--- config.mk ---
export PLATFORM = sky130hd
export DESIGN_NAME = dvp_frame_ctrl
export DESIGN_NICKNAME = d
export VERILOG_FILES = /design/src/rtl/dvp_frame_ctrl.sv
export SDC_FILE = /design/constraint.sdc
export NUM_CORES = 1
export LEC_CHECK = 0
export ABC_CLOCK_PERIOD_IN_PS = 3000
export CORE_MARGIN = 8
export CORE_UTILIZATION = 55
export CTS_BUF_LIST = sky130_fd_sc_hd__clkbuf_8 sky130_fd_sc_hd__clkbuf_16
export DETAILED_ROUTE_END_ITERATION = 8
export HOLD_SLACK_MARGIN = 0.05
export PLACE_DENSITY = 0.86
export RECOVER_POWER = 50
export REMOVE_ABC_BUFFERS = 1
export SYNTH_ARGS = -nofsm -noshare
export SYNTH_HDL_FRONTEND = slang
export SYNTH_SLANG_ARGS = --single-unit
--- constraint.sdc ---
create_clock -name PCLK -period 3 [get_ports PCLK]
set_input_delay 0.9 -clock PCLK [delete_from_list [all_inputs] [get_ports PCLK]]
set_output_delay 0.9 -clock PCLK [all_outputs]
set_load 0.005 [all_outputs]
--- src/rtl/dvp_frame_ctrl.sv ---
// Frame-capture scheduler between the DVP capture stage and a ping-pong frame store.
// It arms on command, decimates frames, assigns buffers, checks geometry and hands off frames.
module dvp_frame_ctrl #(
    parameter int H_ACT  = 1280,
    parameter int V_ACT  = 720,
    parameter int ADDR_W = 20
) (
    input  logic              PCLK,
    input  logic              Rst_n,
    input  logic              start,
    input  logic              stop,
    input  logic              cfg_continuous,
    input  logic [3:0]        cfg_skip,
    input  logic              DataValid,
    input  logic              DataHs,
    input  logic              DataVs,
    input  logic [7:0]        DataPixel,
    input  logic [1:0]        buf_release,
    output logic              wr_en,
    output logic              wr_buf,
    output logic [ADDR_W-1:0] wr_addr,
    output logic [7:0]        wr_data,
    output logic              frame_done,
    output logic              done_buf,
    output logic              frame_err,
    output logic              busy,
    output logic [7:0]        drop_cnt
);

    localparam int FRAME_PIX = H_ACT * V_ACT;
    localparam int CNT_W     = ADDR_W + 1;
    localparam int PIX_W     = $clog2(H_ACT + 2);
    localparam int LINE_W    = $clog2(V_ACT + 1);

    typedef enum logic [1:0] {
        S_IDLE,
        S_ARM,
        S_CAPTURE
    } state_t;

    state_t            state;
    logic              vs_q;
    logic              hs_q;
    logic [1:0]        buf_full;
    logic              last_buf;
    logic [3:0]        skip_cnt;
    logic              stop_pending;
    logic [CNT_W-1:0]  addr;
    logic [PIX_W-1:0]  pix_cnt;
    logic [LINE_W-1:0] line_cnt;
    logic              err;

    logic frame_start;
    logic frame_end;
    logic line_end;
    logic capturing;
    logic addr_full;
    logic pix_ovf;
    logic line_bad;
    logic err_now;
    logic lines_done_now;
    logic good_frame;
    logic any_free;
    logic pick_buf;

    assign frame_start = DataVs & ~vs_q;
    assign frame_end   = ~DataVs & vs_q;
    assign line_end    = ~DataHs & hs_q;
    assign capturing   = (state == S_CAPTURE);

    // A line closing on the same cycle as the frame still counts toward the verdict.
    assign addr_full      = (addr == CNT_W'(FRAME_PIX));
    assign pix_ovf        = capturing & DataValid & addr_full;
    assign line_bad       = capturing & line_end &
                            ((pix_cnt != PIX_W'(H_ACT)) | (line_cnt == LINE_W'(V_ACT)));
    assign err_now        = err | pix_ovf | line_bad;
    assign lines_done_now = (line_cnt == LINE_W'(V_ACT)) |
                            (line_end & (line_cnt == LINE_W'(V_ACT - 1)));
    assign good_frame     = ~err_now & lines_done_now;

    assign any_free = ~&buf_full;
    assign pick_buf = buf_full[~last_buf] ? last_buf : ~last_buf;

    // NOTE: all state lives in one clocked block using non-blocking assignments, so every
    // branch reads pre-edge values and later assignments in the block take priority.
    always_ff @(posedge PCLK or negedge Rst_n) begin
        if (!Rst_n) begin
            state        <= S_IDLE;
            vs_q         <= 1'b0;
            hs_q         <= 1'b0;
            buf_full     <= 2'b00;
            last_buf     <= 1'b1;
            skip_cnt     <= 4'd0;
            stop_pending <= 1'b0;
            addr         <= '0;
            pix_cnt      <= '0;
            line_cnt     <= '0;
            err          <= 1'b0;
            wr_en        <= 1'b0;
            wr_buf       <= 1'b0;
            wr_addr      <= '0;
            wr_data      <= 8'd0;
            frame_done   <= 1'b0;
            done_buf     <= 1'b0;
            frame_err    <= 1'b0;
            busy         <= 1'b0;
            drop_cnt     <= 8'd0;
        end else begin
            vs_q       <= DataVs;
            hs_q       <= DataHs;
            wr_en      <= 1'b0;
            frame_done <= 1'b0;
            frame_err  <= 1'b0;
            buf_full   <= buf_full & ~buf_release;

            case (state)
                S_IDLE: begin
                    if (start && !stop) begin
                        state <= S_ARM;
                        busy  <= 1'b1;
                        // The first frame after arming is captured; skipping applies between captures.
                        skip_cnt <= cfg_skip;
                    end
                end

                S_ARM: begin
                    if (stop) begin
                        state <= S_IDLE;
                        busy  <= 1'b0;
                    end else if (frame_start) begin
                        if (skip_cnt != cfg_skip) begin
                            skip_cnt <= skip_cnt + 4'd1;
                        end else if (any_free) begin
                            wr_buf   <= pick_buf;
                            addr     <= '0;
                            pix_cnt  <= '0;
                            line_cnt <= '0;
                            err      <= 1'b0;
                            skip_cnt <= 4'd0;
                            state    <= S_CAPTURE;
                        end else begin
                            if (drop_cnt != 8'hFF) begin
                                drop_cnt <= drop_cnt + 8'd1;
                            end
                            skip_cnt <= 4'd0;
                        end
                    end
                end

                S_CAPTURE: begin
                    if (stop) begin
                        stop_pending <= 1'b1;
                    end

                    if (DataValid) begin
                        if (!addr_full) begin
                            wr_en   <= 1'b1;
                            wr_data <= DataPixel;
                            wr_addr <= addr[ADDR_W-1:0];
                            addr    <= addr + CNT_W'(1);
                        end
                        if (pix_cnt != PIX_W'(H_ACT + 1)) begin
                            pix_cnt <= pix_cnt + PIX_W'(1);
                        end
                    end

                    if (line_end) begin
                        pix_cnt <= '0;
                        if (line_cnt != LINE_W'(V_ACT)) begin
                            line_cnt <= line_cnt + LINE_W'(1);
                        end
                    end

                    if (err_now) begin
                        err <= 1'b1;
                    end

                    if (frame_end) begin
                        if (good_frame) begin
                            frame_done       <= 1'b1;
                            done_buf         <= wr_buf;
                            buf_full[wr_buf] <= 1'b1;
                            last_buf         <= wr_buf;
                        end else begin
                            frame_err <= 1'b1;
                        end
                        if (cfg_continuous && !stop_pending && !stop) begin
                            state <= S_ARM;
                        end else begin
                            state <= S_IDLE;
                            busy  <= 1'b0;
                        end
                        stop_pending <= 1'b0;
                    end
                end

                default: begin
                    state <= S_IDLE;
                    busy  <= 1'b0;
                end
            endcase
        end
    end

endmodule

==> results of run 1 <==
==> how the worst max path moves through the flow <==
stage                        start                endpoint  depth (start not counted)
2_1_floorplan  addr[2]$_DFFE_PN0P_     addr[3]$_DFFE_PN0P_                          6
3_3_place_gp                DataVs   buf_full[0]$_DFF_PN0_                          6
3_5_place_dp                DataHs    done_buf$_DFFE_PN0P_                          6
4_1_cts        addr[1]$_DFFE_PN0P_  wr_data[4]$_DFFE_PN0P_                         10
5_1_grt        addr[1]$_DFFE_PN0P_  wr_data[4]$_DFFE_PN0P_                         10
6_report       addr[1]$_DFFE_PN0P_  wr_addr[8]$_DFFE_PN0P_                         10
==> sequential cells by signal, summed over array words and instances, names as in the netlist <==
| register | cells |
|---|---|
| addr | 21 |
| buf_full | 2 |
| busy | 1 |
| done_buf | 1 |
| drop_cnt | 8 |
| err | 1 |
| frame_done | 1 |
| frame_err | 1 |
| hs_q | 1 |
| last_buf | 1 |
| line_cnt | 10 |
| pix_cnt | 11 |
| skip_cnt | 4 |
| state | 2 |
| stop_pending | 1 |
| vs_q | 1 |
| wr_addr | 20 |
| wr_buf | 1 |
| wr_data | 8 |
| wr_en | 1 |
==> routing by layer <==
metal / global-route usage, % / part of all wire (%)
met1: 23.7 / 43
met2: 33.0 / 50
met3: 4.02 / 5.4
met4: 6.35 / 1.3
met5: 0 / 0
==> area by class of cell <==
class	instances	area (um2)	share of cell area [%]
clock buffers	10	138	2.34
clock inverters	6	136	2.32
inverters	18	67.6	1.15
multi-input cells	370	2170	36.9
flip-flops and latches	97	2430	41.3
well taps	108	135	2.30
repair buffers	85	807	13.7
==> cells in the final DEF, fill, tap and decap left out, types with 5 or more instances in the layout <==
master	n
nor3_1	11
nor2_1	33
o31ai_1	11
nand3_1	17
o21ai_0	28
or3_1	8
nand2_1	109
or4_1	10
nand2b_1	8
a21oi_1	20
clkdlybuf4s50_1	45
dfrtp_1	96
nand4_1	18
buf_4	18
inv_1	17
ha_1	9
xnor2_1	18
clkbuf_8	10
a22o_1	5
xor2_1	7
dlygate4sd3_1	17
and3_1	6
==> stage by stage <==
step	util, %	cells	setup slack [ns]
6_report	68.8	694	0.306
5_1_grt	68.8	694	0.182
4_1_cts	68.8	693	0.141
3_5_place_dp	65.6	677	0.109
3_3_place_gp	65.6	677	0.179
2_1_floorplan	-	484	0.0788
==> cells by family (layout without fill, tap and decap cells) <==
group                    count (synthesis)  after routing  synth area share [%]
AND/OR/NAND/NOR                        244            244                  25.8
flip-flops                              97             97                  51.3
AO/OA/AOI/OAI                           83             84                  11.1
buffers and inverters                   33            119                  3.06
XOR/XNOR                                25             25                  4.62
adder cells (fa/ha/maj)                  9              9                  2.38
multiplexers                             8              8                  1.80
==> critical path: cells and delay by family, from the launching register on <==
family                   cells  cell delay, ns
AND/OR/NAND/NOR              4            1.06
buffers and inverters        4            0.64
flip-flops                   1            0.44
AO/OA/AOI/OAI                1            0.31
adder cells (fa/ha/maj)      1            0.15
==> power by group <==
part	switching, mW	total, mW	internal, mW
Sequential	0.177	1.67	1.50
Clock	0.463	1.13	0.664
Combinational	0.348	0.743	0.395
Total	0.988	3.54	2.56
==> repair_timing <==
action,4_1_cts,5_1_grt
resized for setup,0,0
endpoints found under the setup margin,0,10
hold buffers,0,0
==> key figures, run 1 <==
Clock network
  – Num CTS Buffers: 9
  – Root Driver: clkbuf_8
  – Setup bufs post-CTS: 0
  – CTS clk-pin slew, worst paths: about 0.090 ns
  – H-tree depth: 3
  – Worst-skew pair later-pin latency: approximately 0.36 ns
  – CTS tree: yes
  – Clock sink count: 97
  – Clock tree buffer depth: 2

Die
  – Top-level I/O count: 64
  – Cell Rows: 34
  – Die area: approximately 12000 um2
  – Initial core utilization: about 55%
  – Chip Width: roughly 110 um
  – Die Span Y: between 100 and 150 um
  – Core area: between 8000 and 9000 um2

Placement
  – RePlAce Congestion: 0.880
  – Hpwl dp: 7660 um
  – Post-Place Cell Area: 5610 um2
  – I/O Buffers: 63

Yosys
  – Synth Register Bits: 97
  – Most common library cells after synthesis: nand2_1 (109), dfrtp_1 (96), nor2_1 (33), o21ai_0 (28), a21oi_1 (20)
  – Yosys warns: 0
  – Yosys top cell by area: dfrtp_1
  – Post-synthesis sequential area ratio: about half
  – Synthesized area: roughly 4700 um2
  – Avg Cell Area, Syn: around 9.5 um2
  – Count leader, synth: nand2_1
  – Synth async-reset ratio: 100%
  – Number of synthesized flops with an enable pin: 0
  – Area contributors post-synth: dfrtp_1 (51%), nand2_1 (8.6%), xnor2_1 (3.3%)
  – Main synth FF type: dfrtp_1
  – Synth Instances: roughly 500
  – Number of library cell types mapped by synthesis: 54
  – Synth top area share: 50.7%

STA
  – Skew final: 0.0109 ns
  – Maximum clock rate: approximately 0.37 GHz
  – Relative slew slack: -35.6%
  – Slew at the pin with the worst max-slew slack: 2.03 ns
  – Setup TNS: 0 ns
  – Max-slew violation count: 38
  – Final worst-path cycle share: ~90%
  – RSZ-0062 raised after global routing: false
  – Endpoints failing setup: 0
  – Endpoints failing hold: 0
  – Clock period minus worst slack: 2.69 ns
  – Fin Hold WS: 0.473 ns

Global routing
  – Largest net degree at the start of global routing: between 40 and 50
  – Global route overflow: 0
  – Initial antenna violation count: 0
  – Number of global-route vias before repair: around 4000
  – Tot GR Track Use: about a fifth
  – First-pass GRT wire length: 18400 um

Critical path
  – CP peak stage delay: just under 0.5 ns
  – Crit Path Max Fanout: 22
  – Crit Reg-Reg Endpoint: wr_addr[8]$_DFFE_PN0P_
  – WP data arrival: roughly 3.0 ns
  – RR Startpoint: addr[1]$_DFFE_PN0P_
  – Crit-path cells: inv_1 > ha_1 > or4b_1 > or4_4 > o21ai_4 > buf_4 > inv_2 > buf_4 > nand2_1 > nand2_1
  – CP max stage cell: or4_4
  – Critical path class: reg -> reg
  – Worst reg-to-reg setup slack: just over 0.3 ns
  – WP data required: around 3.3 ns
  – R2R depth: 10
  – Worst Setup Start Kind: register
  – CP Capture Type: register

Route
  – DR WL/cell: 15.6 um
  – Vias: 3975
  – DR vias/cell: 5.73
  – Post-Route WL: around 11000 um
  – Final antenna-violating net count: 0
  – First drt pass iteration count: 4
  – 1st-iter DRT viols: 168
  – Detailed-route DRC error count: 0

Layout
  – Nets: between 600 and 700
  – FILL cells: 626
  – Layout overhead on the synthesized area: 24.2%
  – Final Cell Area: between 5000 and 6000 um2
  – Layout cells sized above 1: a little under 9%
  – Antenna cells: 0

Pwr
  – Tot Pwr: roughly 3.5 mW
  – Leakage: roughly 2.7 nW
  – PwrDens: 602 nW/um2
  – VDD IR max: 0.491 mV

Worst hold path
  – Worst Hold Path EP: wr_data[3]$_DFFE_PN0P_
  – HP Class: reg -> reg
  – Worst hold path depth: 2
  – HP Start: wr_data[3]$_DFFE_PN0P_

Flow run
  – Max Cap Viol: 1

Run status
  – Status: finished, violations left
  – Violated checks: capacitance limit, slew limit
Note: power is estimated with default switching activity, not from simulation.
==> run 2: changes to the inputs <==
Settings changed: CORE_ASPECT_RATIO from default to 1.75, PLACE_DENSITY 0.86 to 0.8, REMOVE_ABC_BUFFERS 1 to default.
==> key figures, run 2 (synthesized netlist as in run 1, its figures left out) <==
Die
  – Die Span Y: 139 um (+28%)
  – Die area: 12000 um2 (+0.99%)
  – Cell Rows: 45 (+32%)
  – Initial core utilization: 55.7% (+0.32 points)
  – Core area: 8500 um2 (-0.57%)
  – Chip Width: 86.1 um (-21%)
  – Top-level I/O count: 64 (unchanged)

Critical path
  – CP most frequent cell: nand2_1
  – CP Capture Type: register
  – CP peak stage delay: 0.48 ns (about the same)
  – WP data required: 3.24 ns (-0.02 ns)
  – Worst reg-to-reg setup slack: 0.22 ns (-0.09 ns)
  – CP max stage cell: or4_4
  – Crit-path cells: inv_1 > ha_1 > or4b_1 > or4_4 > o21ai_4 > inv_2 > buf_4 > nand2_1 > nand2_1
  – R2R depth: 9 (-1)
  – WP data arrival: 3.01 ns (+0.06 ns)
  – Worst Setup Start Kind: register
  – Crit Path Max Fanout: 22 (unchanged)
  – Critical path class: reg -> reg
  – Crit Reg-Reg Endpoint: wr_addr[4]$_DFFE_PN0P_
  – CP startpoint: addr[0]$_DFFE_PN0P_
  – RR Startpoint: addr[0]$_DFFE_PN0P_

Layout
  – Layout cells sized above 1: 8.08% (-0.63 points)
  – Cell Count, Final, Fillers Out: 699 (+0.72%)
  – Top reg by flops: addr
  – Commonest non-fill, non-tap cells in the layout: nand2_1 (109), dfrtp_1 (96), clkdlybuf4s50_1 (44), nor2_1 (33), o21ai_0 (28)
  – Nets: 608 (-0.65%)
  – FILL cells: 672 (+7.3%)
  – Largest regs: addr: 21 flops, wr_addr: 20 flops, pix_cnt: 11 flops
  – Antenna cells: 0 (unchanged)
  – Max reg flops: 21 (unchanged)
  – Commonest non-fill, non-tap cell in the layout: nand2_1
  – Layout overhead on the synthesized area: 24.6%

Route
  – Vias: 3995 (+0.50%)
  – 1st-iter DRT viols: 228 (+36%)
  – Post-Route WL: 11000 um (+1.5%)
  – DR WL/cell: 15.7 um (+0.79%)
  – First drt pass iteration count: 5 (+1)
  – Final antenna-violating net count: 0 (unchanged)
  – Detailed-route DRC error count: 0 (unchanged)
  – DR vias/cell: 5.72 (-0.22%)

Global routing
  – Tot GR Track Use: 19.1% (-0.11 points)
  – Largest net degree at the start of global routing: 69 (+64%)
  – Number of global-route vias before repair: 4014 (+0.025%)
  – Initial antenna violation count: 0 (unchanged)
  – Global route overflow: 0 (unchanged)
  – First-pass GRT wire length: 18500 um (+0.41%)

Placement
  – I/O Buffers: 63 (unchanged)
  – Hpwl dp: 8000 um (+4.5%)
  – RePlAce Congestion: 0.854 (-3.0%)
  – Placed insts: 683 (+0.89%)

STA
  – RSZ-0062 raised after global routing: false
  – Endpoints failing setup: 0 (unchanged)
  – Clock period minus worst slack: 2.78 ns (+0.0851 ns)
  – Maximum clock rate: 0.360 GHz (-3.1%)
  – Skew final: 0.00445 ns (-0.00644 ns)
  – Relative slew slack: -8.60% (+27 points)
  – Max-slew violation count: 69 (+82%)
  – Setup TNS: 0 ns (unchanged)
  – Final worst-path cycle share: 92.6% (+2.8 points)
  – Endpoints failing hold: 0 (unchanged)
  – Slew at the pin with the worst max-slew slack: 1.63 ns (-0.405 ns)

Clock network
  – Clock tree buffer depth: 2 (unchanged)
  – Resized cells post-CTS: 0 (unchanged)
  – CTS clk-pin slew, worst paths: 0.07 ns (-0.02 ns)
  – H-tree depth: 3 (unchanged)
  – Root Driver: clkbuf_16
  – Post-CTS Hold Buffers: 0 (unchanged)
  – Setup bufs post-CTS: 0 (unchanged)
  – Num CTS Buffers: 9 (unchanged)
  – CTS tree: yes
  – Clock sink count: 97 (unchanged)
  – Worst-skew pair later-pin latency: 0.34 ns (-0.02 ns)

Pwr
  – Combinational Power Share: 19.6% (-1.4 points)
  – PwrDens: 634 nW/um2 (+5.2%)
  – Leakage: 2.69 nW (+0.36%)
  – VDD IR max: 0.442 mV (-10%)
  – Pint: 2.70 mW (+5.7%)
  – Sw Share: 27.8% (-0.12 points)
  – Psw: 1.04 mW (+5.1%)
  – Seq pwr share: 45.2% (-2.1 points)
  – Power share of the clock group: 35.2% (+3.4 points)

Run status
  – Violated checks: capacitance limit, slew limit
  – Status: finished, violations left

Worst hold path
  – Worst hold path depth: 2 (unchanged)
  – Worst Hold Path EP: wr_addr[17]$_DFFE_PN0P_
  – HP Start: wr_addr[17]$_DFFE_PN0P_
  – HP Class: reg -> reg

Flow run
  – Max Cap Viol: 1 (unchanged)

Yosys
  – Mapped Nets: 530
==> run 2: cell count changes in the layout (fill, tap and decap cells not counted), moves of 2 or more <==
cell / previous run / this run
clkbuf_16: 0 / 9
clkbuf_2: 0 / 2
buf_4: 18 / 15
clkbuf_8: 10 / 0
buf_12: 2 / 0
==> run 2: metrics by stage <==
stage	hold WS (ns)	util, %	area (um2)	power [mW]	setup WS [ns]
after floorplan	0.442	-	4740	2.08	0.655
after global placement	0.455	65.7	5590	2.42	0.188
after detailed placement	0.461	65.7	5590	2.46	0.105
after CTS	0.477	69.8	5930	3.78	0.229
after global routing	0.478	69.4	5900	3.93	0.114
final	0.465	69.4	5900	3.74	0.221
==> run 2: how the worst max path moves through the flow <==
stage / slack (ns) / endpoint
after floorplan: 0.65 / line_cnt[7]$_DFFE_PN0P_
after global placement: 0.19 / drop_cnt[3]$_DFFE_PN0P_
after detailed placement: 0.11 / drop_cnt[3]$_DFFE_PN0P_
after CTS: 0.23 / wr_addr[4]$_DFFE_PN0P_
after global routing: 0.11 / wr_addr[10]$_DFFE_PN0P_
final: 0.22 / wr_addr[4]$_DFFE_PN0P_
==> run 2: metal layers <==
| layer | GRT usage (%) | part of all wire [%] | up-vias |
|---|---|---|---|
| li1 | - | - | 1919 |
| met1 | 21.0 | 39 | 1923 |
| met2 | 33.3 | 53 | 127 |
| met3 | 3.80 | 5.0 | 26 |
| met4 | 10.2 | 3.3 | 0 |
| met5 | 0 | 0 | - |
==> run 2: cell type report <==
cell class              instances  area [um2]  area share [%]
clock buffers                   9         225            3.82
clock inverters                 7         119            2.01
inverters                      18        67.6            1.14
multi-input cells             369        2160            36.6
flip-flops and latches         97        2430            41.1
well taps                     117         146            2.48
repair buffers                 82         754            12.8
==> run 2: power by group through the flow <==
| stage | registers, mW | clock network (mW) | logic, mW |
|---|---|---|---|
| floorplan | 1.68 | 0 | 0.406 |
| global placement | 1.70 | 0 | 0.723 |
| detailed placement | 1.71 | 0 | 0.754 |
| CTS | 1.69 | 1.33 | 0.763 |
| global route | 1.72 | 1.37 | 0.836 |
| finish | 1.69 | 1.32 | 0.733 |
==> run 2: worst max-delay path, delay by kind of cell, from the launching register on <==
family                     cells  cell delay (ns)
and+or+nand+nor                4             1.09
buffers and inverters          3             0.49
AOI/OAI and AO/OA              1             0.48
DFF                            1             0.45
adders and majority gates      1             0.15
==> run 3: changes to the inputs <==
Settings changed: SKIP_CTS_REPAIR_TIMING from default to 1.
==> results of run 3 <==
Same layout as run 2: the final DEF is identical, and so are final timing and power.
